===== src/rtl/sram_port_arbiter.sv =====
// Arbiter sharing one single-port synchronous SRAM between the fetch port
// and the data-memory port. The data port normally wins a conflict; a
// starvation counter lets fetch win once it has been denied STARVE_LIMIT
// cycles in a row. Responses come back exactly one cycle after grant.
module sram_port_arbiter #(
  parameter int STARVE_LIMIT = 4,
  parameter int CNT_W        = 3
) (
  input  logic        clk,
  input  logic        resetn,
  // fetch port
  input  logic        if_req,
  input  logic [31:0] if_addr,
  input  logic        if_cancel,
  output logic        if_addr_ok,
  output logic        if_data_ok,
  output logic [31:0] if_rdata,
  // data port
  input  logic        dm_req,
  input  logic        dm_wr,
  input  logic [3:0]  dm_wstrb,
  input  logic [31:0] dm_addr,
  input  logic [31:0] dm_wdata,
  output logic        dm_addr_ok,
  output logic        dm_data_ok,
  output logic [31:0] dm_rdata,
  // SRAM side
  output logic        ram_en,
  output logic [3:0]  ram_we,
  output logic [31:0] ram_addr,
  output logic [31:0] ram_wdata,
  input  logic [31:0] ram_rdata
);

  localparam logic [CNT_W-1:0] LIMIT = CNT_W'(STARVE_LIMIT);

  logic             grant_if;
  logic             grant_dm;
  logic             resp_valid_reg;
  logic             resp_owner_reg;   // 0 = fetch, 1 = data
  logic [CNT_W-1:0] starve_cnt_reg;
  logic [CNT_W-1:0] starve_cnt_next;

  // Pick at most one winner this cycle; nothing is granted while in reset.
  always_comb begin
    grant_if = 1'b0;
    grant_dm = 1'b0;
    if (resetn) begin
      if (dm_req && if_req) begin
        if (starve_cnt_reg == LIMIT) grant_if = 1'b1;
        else                         grant_dm = 1'b1;
      end else if (dm_req) begin
        grant_dm = 1'b1;
      end else if (if_req) begin
        grant_if = 1'b1;
      end
    end
  end

  assign if_addr_ok = grant_if;
  assign dm_addr_ok = grant_dm;

  // SRAM request comes straight from the winner; zeros when idle.
  assign ram_en    = grant_if | grant_dm;
  assign ram_addr  = grant_dm ? dm_addr  : (grant_if ? if_addr : 32'd0);
  assign ram_wdata = grant_dm ? dm_wdata : 32'd0;

  // Byte-lane write enables: only a granted data write drives them.
  generate
    for (genvar gi = 0; gi < 4; gi++) begin : g_we_lane
      assign ram_we[gi] = grant_dm & dm_wr & dm_wstrb[gi];
    end
  endgenerate

  // Count consecutive denied fetch cycles, saturating at the limit.
  always_comb begin
    starve_cnt_next = '0;
    if (if_req && !grant_if) begin
      if (starve_cnt_reg == LIMIT) starve_cnt_next = starve_cnt_reg;
      else                         starve_cnt_next = starve_cnt_reg + CNT_W'(1);
    end
  end

  // Response tracking and starvation state; reset drops any in-flight reply.
  always_ff @(posedge clk) begin
    if (!resetn) begin
      resp_valid_reg <= 1'b0;
      resp_owner_reg <= 1'b0;
      starve_cnt_reg <= '0;
    end else begin
      resp_valid_reg <= grant_if | grant_dm;
      resp_owner_reg <= grant_dm;
      starve_cnt_reg <= starve_cnt_next;
    end
  end

  // A redirect squashes only the fetch reply landing in the same cycle.
  assign if_data_ok = resetn & resp_valid_reg & ~resp_owner_reg & ~if_cancel;
  assign dm_data_ok = resetn & resp_valid_reg &  resp_owner_reg;

  // Read data is shared; the data_ok strobes say who it belongs to.
  assign if_rdata = ram_rdata;
  assign dm_rdata = ram_rdata;

endmodule

===== config.mk =====
export PLATFORM = sky130hd
export DESIGN_NAME = sram_port_arbiter
export DESIGN_NICKNAME = d
export VERILOG_FILES = /design/src/rtl/sram_port_arbiter.sv
export SDC_FILE = /design/constraint.sdc
export NUM_CORES = 1
export LEC_CHECK = 0
export BUFFER_PORTS_ARGS = -buffer_cell sky130_fd_sc_hd__buf_2
export CORE_AREA = 2 2 108 110
export CTS_CLUSTER_DIAMETER = 60
export DETAILED_ROUTE_END_ITERATION = 16
export DIE_AREA = 0 0 110 112
export GPL_TIMING_DRIVEN = 0
export PLACE_DENSITY = 0.47
export SKIP_CTS_REPAIR_TIMING = 1
export SLEW_MARGIN = 10
export SYNTH_ARGS = -nofsm -noshare
export SYNTH_HDL_FRONTEND = slang
export SYNTH_SLANG_ARGS = --single-unit

===== constraint.sdc =====
create_clock -name clk -period 1.5 [get_ports clk]
set_input_delay 0.15 -clock clk [delete_from_list [all_inputs] [get_ports clk]]
set_output_delay 0.15 -clock clk [all_outputs]
set_load 0.03 [all_outputs]

# [Yosys cells after proc, flatten, opt, wreduce, memory -nomap -nowiden]
# Index checks and enable logic that the tools add are counted.
[word_totals] regBits=5 input_bits=138
[op_classes] n_addsub=1 eq_ne=1 n_reduce_logical=4 bitwise=12 n_mux=12
[ops] op="32-bit 2-to-1 mux" count=3
[ops] op="1-bit AND" count=9
[ops] op="1-bit 2-to-1 mux" count=9
[ops] op="3-bit by 1-bit adder with 3-bit output, second input constant" count=1
[ops] op="3-bit == test, second input constant" count=1
[ops] op="1-bit logical AND" count=2
[ops] op="1-bit inverter" count=2
[ops] op="2-bit AND reduction" count=1
[ops] op="1-bit zero test" count=1
[ops] op="1-bit OR" count=1

# [Depth between registers and ports, before layout]
# Gate-level depths: netlist of the first run.
[depth] depth_word=7 mapped_depth=6 mapped_depth_nobuf=4

# [Least setup slack after synthesis of the first run]
# No wires, ideal clock.
[synth_path] path_kind="reg2out" start="register starve_cnt_reg[0]" end="output ram_we[0]" setup_slack_ps=-322 path_buffers=1 stages_incl_launch_ff=6 arrival_ps=1672 cell_sequence="dfxtp_1 -> inv_1 -> ha_1 -> and3_4 -> buf_2 -> nor3_1"
[synth_between] elab_chain_cells=6
[synth_rtl] element="start: declaration" line_no="41" rtl="logic [CNT_W-1:0] starve_cnt_reg;"
[synth_rtl] element="start signal: assignment" line_no="93" rtl="starve_cnt_reg <= starve_cnt_next;"
[synth_rtl] element="3-bit == test" line_no="50" rtl="if (starve_cnt_reg == LIMIT) grant_if = 1'b1;"
[synth_rtl] element="1-bit 2-to-1 mux" line_no="50"
[synth_rtl] element="1-bit 2-to-1 mux" line_no="49" rtl="if (dm_req && if_req) begin"
[synth_rtl] element="1-bit 2-to-1 mux" line_no="48" rtl="if (resetn) begin"
[synth_rtl] element="1-bit AND (2 in a row)" line_no="71" rtl="assign ram_we[gi] = grant_dm & dm_wr & dm_wstrb[gi];"
[synth_rtl] element="end: declaration" line_no="29" rtl="output logic [3:0] ram_we,"
# No other way between the ends.

# [Worst setup path after layout of the first run]
[layout_path] start="register starve_cnt_reg[0]" end="output ram_addr[12]"
[layout_between] elab_chain_cells=6 elab_cells_between_ends=9
[layout_rtl] element="3-bit == test *" line_no="50"
[layout_rtl] element="1-bit 2-to-1 mux" line_no="50"
[layout_rtl] element="1-bit 2-to-1 mux" line_no="49"
[layout_rtl] element="1-bit 2-to-1 mux" line_no="48"
[layout_rtl] element="32-bit 2-to-1 mux" line_no="65" rtl="assign ram_addr = grant_dm ? dm_addr : (grant_if ? if_addr : 32'd0);"
[layout_rtl] element="32-bit 2-to-1 mux *" line_no="65"
[layout_rtl] element="end: declaration" line_no="30" rtl="output logic [31:0] ram_addr,"
# Every way passes the cells marked *; elsewhere a longest branch is shown, timed or not.

==> impl_metrics.toml, run 1 <==
[place]
io_buffers = 240
dp_hpwl_mm = 7.66
dpl-instance-area_sq_um = 3330
gp_congestion = 0.692

[routing]
drt_iter0_markers = 61
vias = 2822
post_drt_wl_per_cell_microns = 14.4
routed_wirelength_mm = 9.40
drc = 0
dr.pass1.iters = 4
ant_nets = 0
via_per_inst = 4.31

[worst_setup_path]
path_max_fanout = 6
end_kind = "output port"
r2r_slack_ps = 290
reg2regPathDepth = 5
reg2reg_from = "starve_cnt_reg[0]"
crit_arrival_ps = 1600
worst_setup_path_start_kind = "flip-flop"
cp.required_ps = 1350
rr_endpoint = "resp_owner_reg"
path_class = "reg -> out"
cp-startpoint = "starve_cnt_reg[0]"
cp-endpoint = "ram_addr[12]"

[global_route]
grt_max_degree = 11
grt.total_usage_pct = 13.3
antenna_found_initial = 0
gr-total-overflow = 0
grt_pass1_vias = 2839
grt_pass1_wl_mm = 13.2

[cts]
cts_root_buf = "clkbuf_16"
cts_tree = "done"
clk_pin_slew_ps = 30
htreeDepth = 1
clkSinkCount = 5
clock_latency_ps = 220
cts_made_buffers = 3
clock_path_buffers = 2

[cells_and_area]
seqCellArea_sq_um = 103
drive_gt1_share_pct = 78.3
final_core_util_pct = 36.2
multi_input_area_sq_um = 1380
nets = 652
largest_register_ffs = 3
fill_cells = 1203
area_delta_synth_final_pct = 138
design_area_sq_um = 4050
n_antenna_cell = 0

[floorplan]
die_h_microns = 112
io_pins = 275
die_w_microns = 110
rows = 39
core_sq_um = 11200
dieArea_sq_um = 12300
start_util_pct = 15.2

[pwr]
p_leak_nw = 2.14
p_int_mw = 1.06
power.net_switching_uw = 808
sequentialPowerShare_pct = 7.5
clock_power_share_pct = 23.3
swShare_pct = 43.2
share_comb_of_total_power_pct = 69.2
p_per_area_nw_per_um2 = 462
ir_drop_v = 0.000258

[yosys]
synthesis.area_sq_um = 1700
synth_warnings = 0
synthCells = 257
synth.distinct_cells = 24
synth_area_per_cell_sq_um = 6.61
synth_seq_cells = 5
synth-seq-area-share_pct = 5.89
syn_nets = 397

[timing]
layout_min_cycle_time_ps = 1750
fmax_mhz = 571
slew_headroom_pct = 69.4
setup_violations = 68
worst_pin_slew_ps = 459
hold_violations = 0
rsz0062_at_grt = "yes"
period_share_pct = 117
fin_worst_skew_ps = 1.88
slew_viol_final = 0
setup_slack_ps = -252
hold_ws_ps = 395

[outcome]
status = "finished with violations"
violations = "negative setup slack"

[min_path]
hp-class = "in -> reg"

[flow_run]
drv_cap = 0
## cells by family (layout without fill, tap and decap cells)
family,after synthesis,count (layout),synth area share [%]
AOI/OAI and AO/OA,36,36,15.1
buffers and inverters,95,349,38.7
and+or+nand+nor,119,119,38.8
DFF,5,5,5.89
adders and majority gates,2,2,1.47
## routing by layer
| layer | share of wire, % | GRT usage, % | up-vias | wire length (microns) |
|---|---|---|---|---|
| met5 | 0 | 0 | - | 0 |
| met4 | 0.69 | 1.52 | 0 | 65 |
| met3 | 11 | 3.28 | 6 | 1050 |
| met2 | 53 | 26.1 | 169 | 4950 |
| met1 | 36 | 14.4 | 1280 | 3340 |
| li1 | - | - | 1367 | - |
## placed cells by master, fill, tap and decap left out, types with 2 or more instances in the layout
cell,synthesis,final
buf_12,0,7
buf_2,14,215
o21a_1,2,2
nor3_2,0,4
nor2_1,3,2
buf_6,4,30
clkbuf_1,6,4
dfxtp_2,0,2
nand2_1,7,7
and3_1,21,21
clkbuf_16,0,7
and3_2,12,12
nor3b_1,2,2
dfxtp_1,5,3
buf_4,67,80
o22ai_4,0,28
clkbuf_2,2,2
nand3_1,65,64
o22ai_2,2,4
## power by group through the flow
stage               logic (mW)  clock network [mW]  registers (mW)
CTS                       1.14               0.445           0.141
global route              1.38               0.458           0.142
global placement          1.13                   0           0.143
finish                    1.29               0.436           0.141
detailed placement        1.14                   0           0.143
floorplan                0.779                   0           0.142
## cell type report
cell class,count,share of cell area (%)
well taps,143,4.42
flip-flops and latches,5,2.54
inverters,2,0.186
repair buffers,250,38.9
clock buffers,4,1.95
multi-input cells,157,34.1
plain buffers,93,17.9
## critical path, cell delays in order (launching register included)
cell and delay, ps:
dfxtp_2 310, inv_1 60, ha_4 180, and3_4 200, buf_12 140, clkbuf_16 160
o22ai_4 160, buf_6 160
## synthesized netlist by cell type, drive strengths merged
cell,instances,area [sq um]
buf,85,618
nand3,65,325
and3,34,233
o22ai,32,213
clkbuf,8,32.5
nand2,7,26.3
dfxtp,5,100
nor3,5,25.0
nor2,3,11.3
ha,2,25.0
inv,2,7.51
nor3b,2,15.0
o21a,2,15.0
a21boi,1,18.8
and2,1,7.51
and2b,1,7.51
and4,1,8.76
o211a,1,10.0
## worst min-delay path by stage
stage | from | endpoint | slack [ps] | cells after the start
2_1_floorplan | if_cancel | if_data_ok | 420 | 1
3_3_place_gp | starve_cnt_reg[0] | starve_cnt_reg[0] | 450 | 1
3_5_place_dp | starve_cnt_reg[0] | starve_cnt_reg[0] | 450 | 1
4_1_cts | resetn | resp_valid_reg | 400 | 3
5_1_grt | resetn | resp_valid_reg | 420 | 3
6_report | resetn | resp_owner_reg | 390 | 3
## stage by stage
| step | std cells | setup TNS [ps] | total power [mW] | worst slack, ps |
|---|---|---|---|---|
| global placement | 640 | -10280 | 1.28 | -247 |
| detailed placement | 640 | -11270 | 1.28 | -245 |
| floorplan | 257 | -1120 | 0.921 | -54.4 |
| finish | 654 | -13330 | 1.87 | -252 |
| CTS | 644 | -28190 | 1.73 | -492 |
| global route | 654 | -17090 | 1.98 | -300 |
No activity file was read; power rests on OpenSTA's default activity.
==> run 2: changes to the inputs <==
--- a/config.mk
+++ b/config.mk
@@ -5,11 +5,12 @@
 export SDC_FILE = /design/constraint.sdc
 export NUM_CORES = 1
 export LEC_CHECK = 0
+export ABC_AREA = 1
 export BUFFER_PORTS_ARGS = -buffer_cell sky130_fd_sc_hd__buf_2
-export CORE_AREA = 2 2 108 110
+export CORE_AREA = 2 2 106 108
 export CTS_CLUSTER_DIAMETER = 60
 export DETAILED_ROUTE_END_ITERATION = 16
-export DIE_AREA = 0 0 110 112
+export DIE_AREA = 0 0 108 110
 export GPL_TIMING_DRIVEN = 0
 export PLACE_DENSITY = 0.47
 export SKIP_CTS_REPAIR_TIMING = 1
==> impl_metrics.toml, run 2 <==
[outcome]
status = "finished with violations"
violations = "negative setup slack"

[yosys]
synthArstFlopShare_pct = 0
synth_edf_count = 0
synthesis.area_sq_um = 1560
synth.distinct_cells = 17
synth_seq_cells = 5
yosys-top-cells-area = "buf_4 (33%), nand3_1 (22%), inv_1 (10%)"
synth_warnings = 0
synth_top_area_cell = "buf_4"
yosys_most_used_dff = "dfxtp_1"
yosys-top-cells-count = "buf_4 (68), nand3_1 (67), inv_1 (42), nand2_1 (40), nor2_1 (40)"
synth_area_per_cell_sq_um = 5.50
synthCells = 283
synth_top_area_share_pct = 32.8
synth_most_common_cell = "buf_4"
synth-seq-area-share_pct = 6.43
syn_nets = 423

[worst_setup_path]
path_max_fanout = 6
critPathBufInv = 4
end_kind = "output port"
cpPeakStageDelay_ps = 340
cp_num_cells = 8
reg2regPathDepth = 7
cp.required_ps = 1350
path_class = "reg -> out"
rr_endpoint = "resp_owner_reg"
path_delay_family = "buffers and inverters"
crit_arrival_ps = 1540
crit_slowest_cell = "dfxtp_2"
crit_chain = "inv_2 > ha_4 > nand3_4 > buf_12 > nand2_8 > clkbuf_16 > nor2_2 > buf_4"
r2r_slack_ps = 220
reg2reg_from = "starve_cnt_reg[0]"
worst_setup_path_start_kind = "flip-flop"

[min_path]
holdPathEnd = "resp_valid_reg"
hold_depth = 3
hp-start = "resetn"
hp-class = "in -> reg"

[cells_and_area]
final_cell_mix = "buf_2 (177), buf_4 (100), nand3_1 (67)"
n_antenna_cell = 0
fill_cells = 1132
final_common_cell = "buf_2"
instances_no_fill = 683
nets = 684
area_delta_synth_final_pct = 146
drive_gt1_share_pct = 70.0
largest_register_ffs = 3

[cts]
cts_made_buffers = 3
cts_tree = "done"
clock_latency_ps = 220
cts_root_buf = "clkbuf_8"
clk_pin_slew_ps = 40
htreeDepth = 1
clock_path_buffers = 2
clkSinkCount = 5

[place]
dp_hpwl_mm = 6.24
gp_congestion = 0.710
dp_slack_ps = -226
io_buffers = 242
dp.cells = 665

[timing]
layout_min_cycle_time_ps = 1690
fin_worst_skew_ps = 4.10
worst_pin_slew_ps = 289
finalSetupTns_ps = -8880
rsz0062_at_grt = "yes"
hold_violations = 0
setup_slack_ps = -189
fmax_mhz = 592
setup_violations = 67
slew_viol_final = 0
period_share_pct = 113
slew_headroom_pct = 80.7

[global_route]
gr-total-overflow = 0
grt_max_degree = 11
grt.total_usage_pct = 10.3
antenna_found_initial = 0
grt_pass1_wl_mm = 10.0
grt_pass1_vias = 2223

[floorplan]
die_w_microns = 108
start_util_pct = 14.6
core_sq_um = 10700
io_pins = 275
dieArea_sq_um = 11900
die_h_microns = 110
rows = 38

[pwr]
p_leak_nw = 2.30
p_per_area_nw_per_um2 = 422
ir_drop_v = 0.000369

[routing]
drt_iter0_markers = 110
routed_wirelength_mm = 8.21
ant_nets = 0
post_drt_wl_per_cell_microns = 12.0
vias = 2623
dr.pass1.iters = 4
drc = 0
via_per_inst = 3.84

[flow_run]
drv_cap = 0
[run 2: changes by cell type in the layout (fill, tap and decap cells not counted), sizes merged, moves of 2 or more]
cell / previous run / this run
o22ai: 32 / 0
nor3: 5 / 1
nor3b: 2 / 0
nand3: 65 / 68
clkbuf: 14 / 9
nand2: 7 / 43
buf: 333 / 329
inv: 2 / 43
nor2: 3 / 40
o21a: 2 / 0
and3: 34 / 0
[run 2: final cells by class]
| class | count | area (sq um) | share of cell area (%) |
|---|---|---|---|
| Inverter | 44 | 166 | 4.35 |
| Multi-Input combinational cell | 156 | 963 | 25.2 |
| Buffer | 79 | 636 | 16.6 |
| Sequential cell | 5 | 103 | 2.68 |
| Clock buffer | 4 | 45.0 | 1.18 |
| Timing Repair Buffer | 255 | 1740 | 45.4 |
| Tap cell | 140 | 175 | 4.58 |
[run 2: through the flow]
step	power (mW)	instance area [sq um]	util, %	hold slack [ps]
final	1.61	3830	35.8	242
after global routing	1.71	3830	35.8	269
after CTS	1.41	2990	27.9	245
after detailed placement	1.16	2940	27.5	434
after global placement	1.16	2940	27.5	433
after floorplan	0.819	1560	-	305
[run 2: how the worst max path moves through the flow]
| stage | start | to |
|---|---|---|
| 6_report | starve_cnt_reg[1] | ram_wdata[19] |
| 5_1_grt | starve_cnt_reg[1] | ram_wdata[19] |
| 4_1_cts | starve_cnt_reg[0] | ram_wdata[13] |
| 3_5_place_dp | starve_cnt_reg[0] | ram_wdata[13] |
| 3_3_place_gp | starve_cnt_reg[0] | ram_wdata[13] |
| 2_1_floorplan | starve_cnt_reg[0] | ram_wdata[22] |
[run 2: cells by family after synthesis]
family | count (synthesis) | share of synthesized area [%]
AO/OA/AOI/OAI | 1 | 0.321
XOR/XNOR | 1 | 0.562
adder cells (fa/ha/maj) | 2 | 1.61
buffers and inverters | 123 | 48.2
flip-flops | 5 | 6.43
AND/OR/NAND/NOR | 151 | 42.9
[run 2: worst min-delay path, stage by stage]
cell and delay (ps):
buf_2 100, nand2_1 100, nand2_1 80
[run 2: per-layer routing]
layer  part of all wire [%]  GRT usage [%]  wire (microns)
met4                   0.16           1.37              13
met3                     11           1.70             889
met2                     55           21.6            4530
met5                      0              0               0
met1                     34           11.0            2780
[run 2: report_power, final]
part | internal [mW] | switching [mW]
Combinational | 0.526 | 0.697
Sequential | 0.139 | 0.00211
Clock | 0.183 | 0.0668
Total | 0.847 | 0.766
==> run 3: changes to the inputs <==
==> constraint.sdc (replaced) <==
create_clock -name clk -period 2.1 [get_ports clk]
set_input_delay 0.21 -clock clk [delete_from_list [all_inputs] [get_ports clk]]
set_output_delay 0.21 -clock clk [all_outputs]
set_load 0.03 [all_outputs]
==> impl_metrics.toml, run 3 (synthesis gave the netlist of run 2 again) <==
[outcome]
status = "completed"

[min_path]
hp-class = "in -> reg"
hold_depth = 3

[cells_and_area]
n_antenna_cell = 0
final_common_cell = "buf_2"
final_cell_mix = "buf_2 (250), buf_4 (68), nand3_1 (67)"
nets = 670
fill_cells = 1202
drive_gt1_share_pct = 62.2
area_delta_synth_final_pct = 91.9
largest_register_ffs = 3

[timing]
fin_worst_skew_ps = 0.201
hold_violations = 0
hold_ws_ps = 299
slew_headroom_pct = 82.2
fmax_mhz = 512
slew_viol_final = 0
period_share_pct = 93.0
setup_violations = 0
rsz0062_at_grt = "no"
finalSetupTns_ps = 0
layout_min_cycle_time_ps = 1950
worst_pin_slew_ps = 267

[floorplan]
rows = 38
die_w_microns = 108
core_sq_um = 10700
io_pins = 275
dieArea_sq_um = 11900
die_h_microns = 110
start_util_pct = 14.6

[global_route]
grt.total_usage_pct = 10.3
grtUsageMet3_pct = 1.70
busiest_layer = "met2"
grt_pass1_vias = 2223
antenna_found_initial = 0
use_met1_pct = 11.0
grt_pass1_wl_mm = 10.0
groute.layer.met2.usage_pct = 21.6
grt_max_degree = 11
gr-total-overflow = 0

[routing]
vias = 2514
dr.pass1.iters = 4
via_per_inst = 3.76
drc = 0
post_drt_wl_per_cell_microns = 10.6
ant_nets = 0
routed_wirelength_mm = 7.09
drt_iter0_markers = 76

[cts]
clock_latency_ps = 220
cts_made_buffers = 3
clkSinkCount = 5
htreeDepth = 1
cts_root_buf = "clkbuf_8"
cts_tree = "done"
clk_pin_slew_ps = 30
clock_path_buffers = 2

[place]
gp_congestion = 0.710
dp_hpwl_mm = 6.24
io_buffers = 242

[worst_setup_path]
path_max_fanout = 10
crit_arrival_ps = 1740
r2r_slack_ps = 790
path_class = "reg -> out"
worst_setup_path_start_kind = "flip-flop"
end_kind = "output port"
reg2regPathDepth = 6
cp.required_ps = 1890

[pwr]
p_per_area_nw_per_um2 = 333
p_leak_nw = 2.10
ir_drop_v = 0.000224

[flow_run]
drv_cap = 0
-- run 3: cell type report --
cell class	count	area [sq um]	share of cell area, %
plain buffers	79	584	19.5
clock buffers	4	45.0	1.51
inverters	44	166	5.57
multi-input cells	155	707	23.7
flip-flops and latches	5	100	3.35
well taps	140	175	5.86
repair buffers	242	1210	40.5
-- run 3: where the power goes --
group	internal [mW]	switching, mW
clock network	0.130	0.0435
registers	0.0992	0.00160
logic	0.279	0.442
-- run 3: critical path, stage by stage, from the launching register on --
cell	delay, ps
dfxtp_1	340
inv_1	50
ha_1	220
nand3_2	210
nand2_4	130
buf_6	160
nor2_1	160
buf_2	230
-- run 3: worst paths after layout --
kind                      from           endpoint
max reg2reg  starve_cnt_reg[0]     resp_owner_reg
min                     resetn     resp_valid_reg
min reg2reg  starve_cnt_reg[0]  starve_cnt_reg[0]
max          starve_cnt_reg[0]      ram_wdata[13]
-- run 3: per-layer routing --
layer  up-vias  part of all wire (%)
li1       1290                     -
met1      1061                    34
met2       161                    54
met3         2                    11
met4         0                  0.18
met5         -                     0
-- run 3: metrics by stage --
stage	setup slack [ps]	cells	total power [mW]	area, sq um	util (%)
3_5_place_dp	314	665	0.830	2940	27.5
3_3_place_gp	330	665	0.829	2940	27.5
4_1_cts	82.2	669	1.01	2990	27.9
2_1_floorplan	535	283	0.585	1560	-
5_1_grt	23.7	669	1.07	2990	27.9
6_report	148	669	0.996	2990	27.9
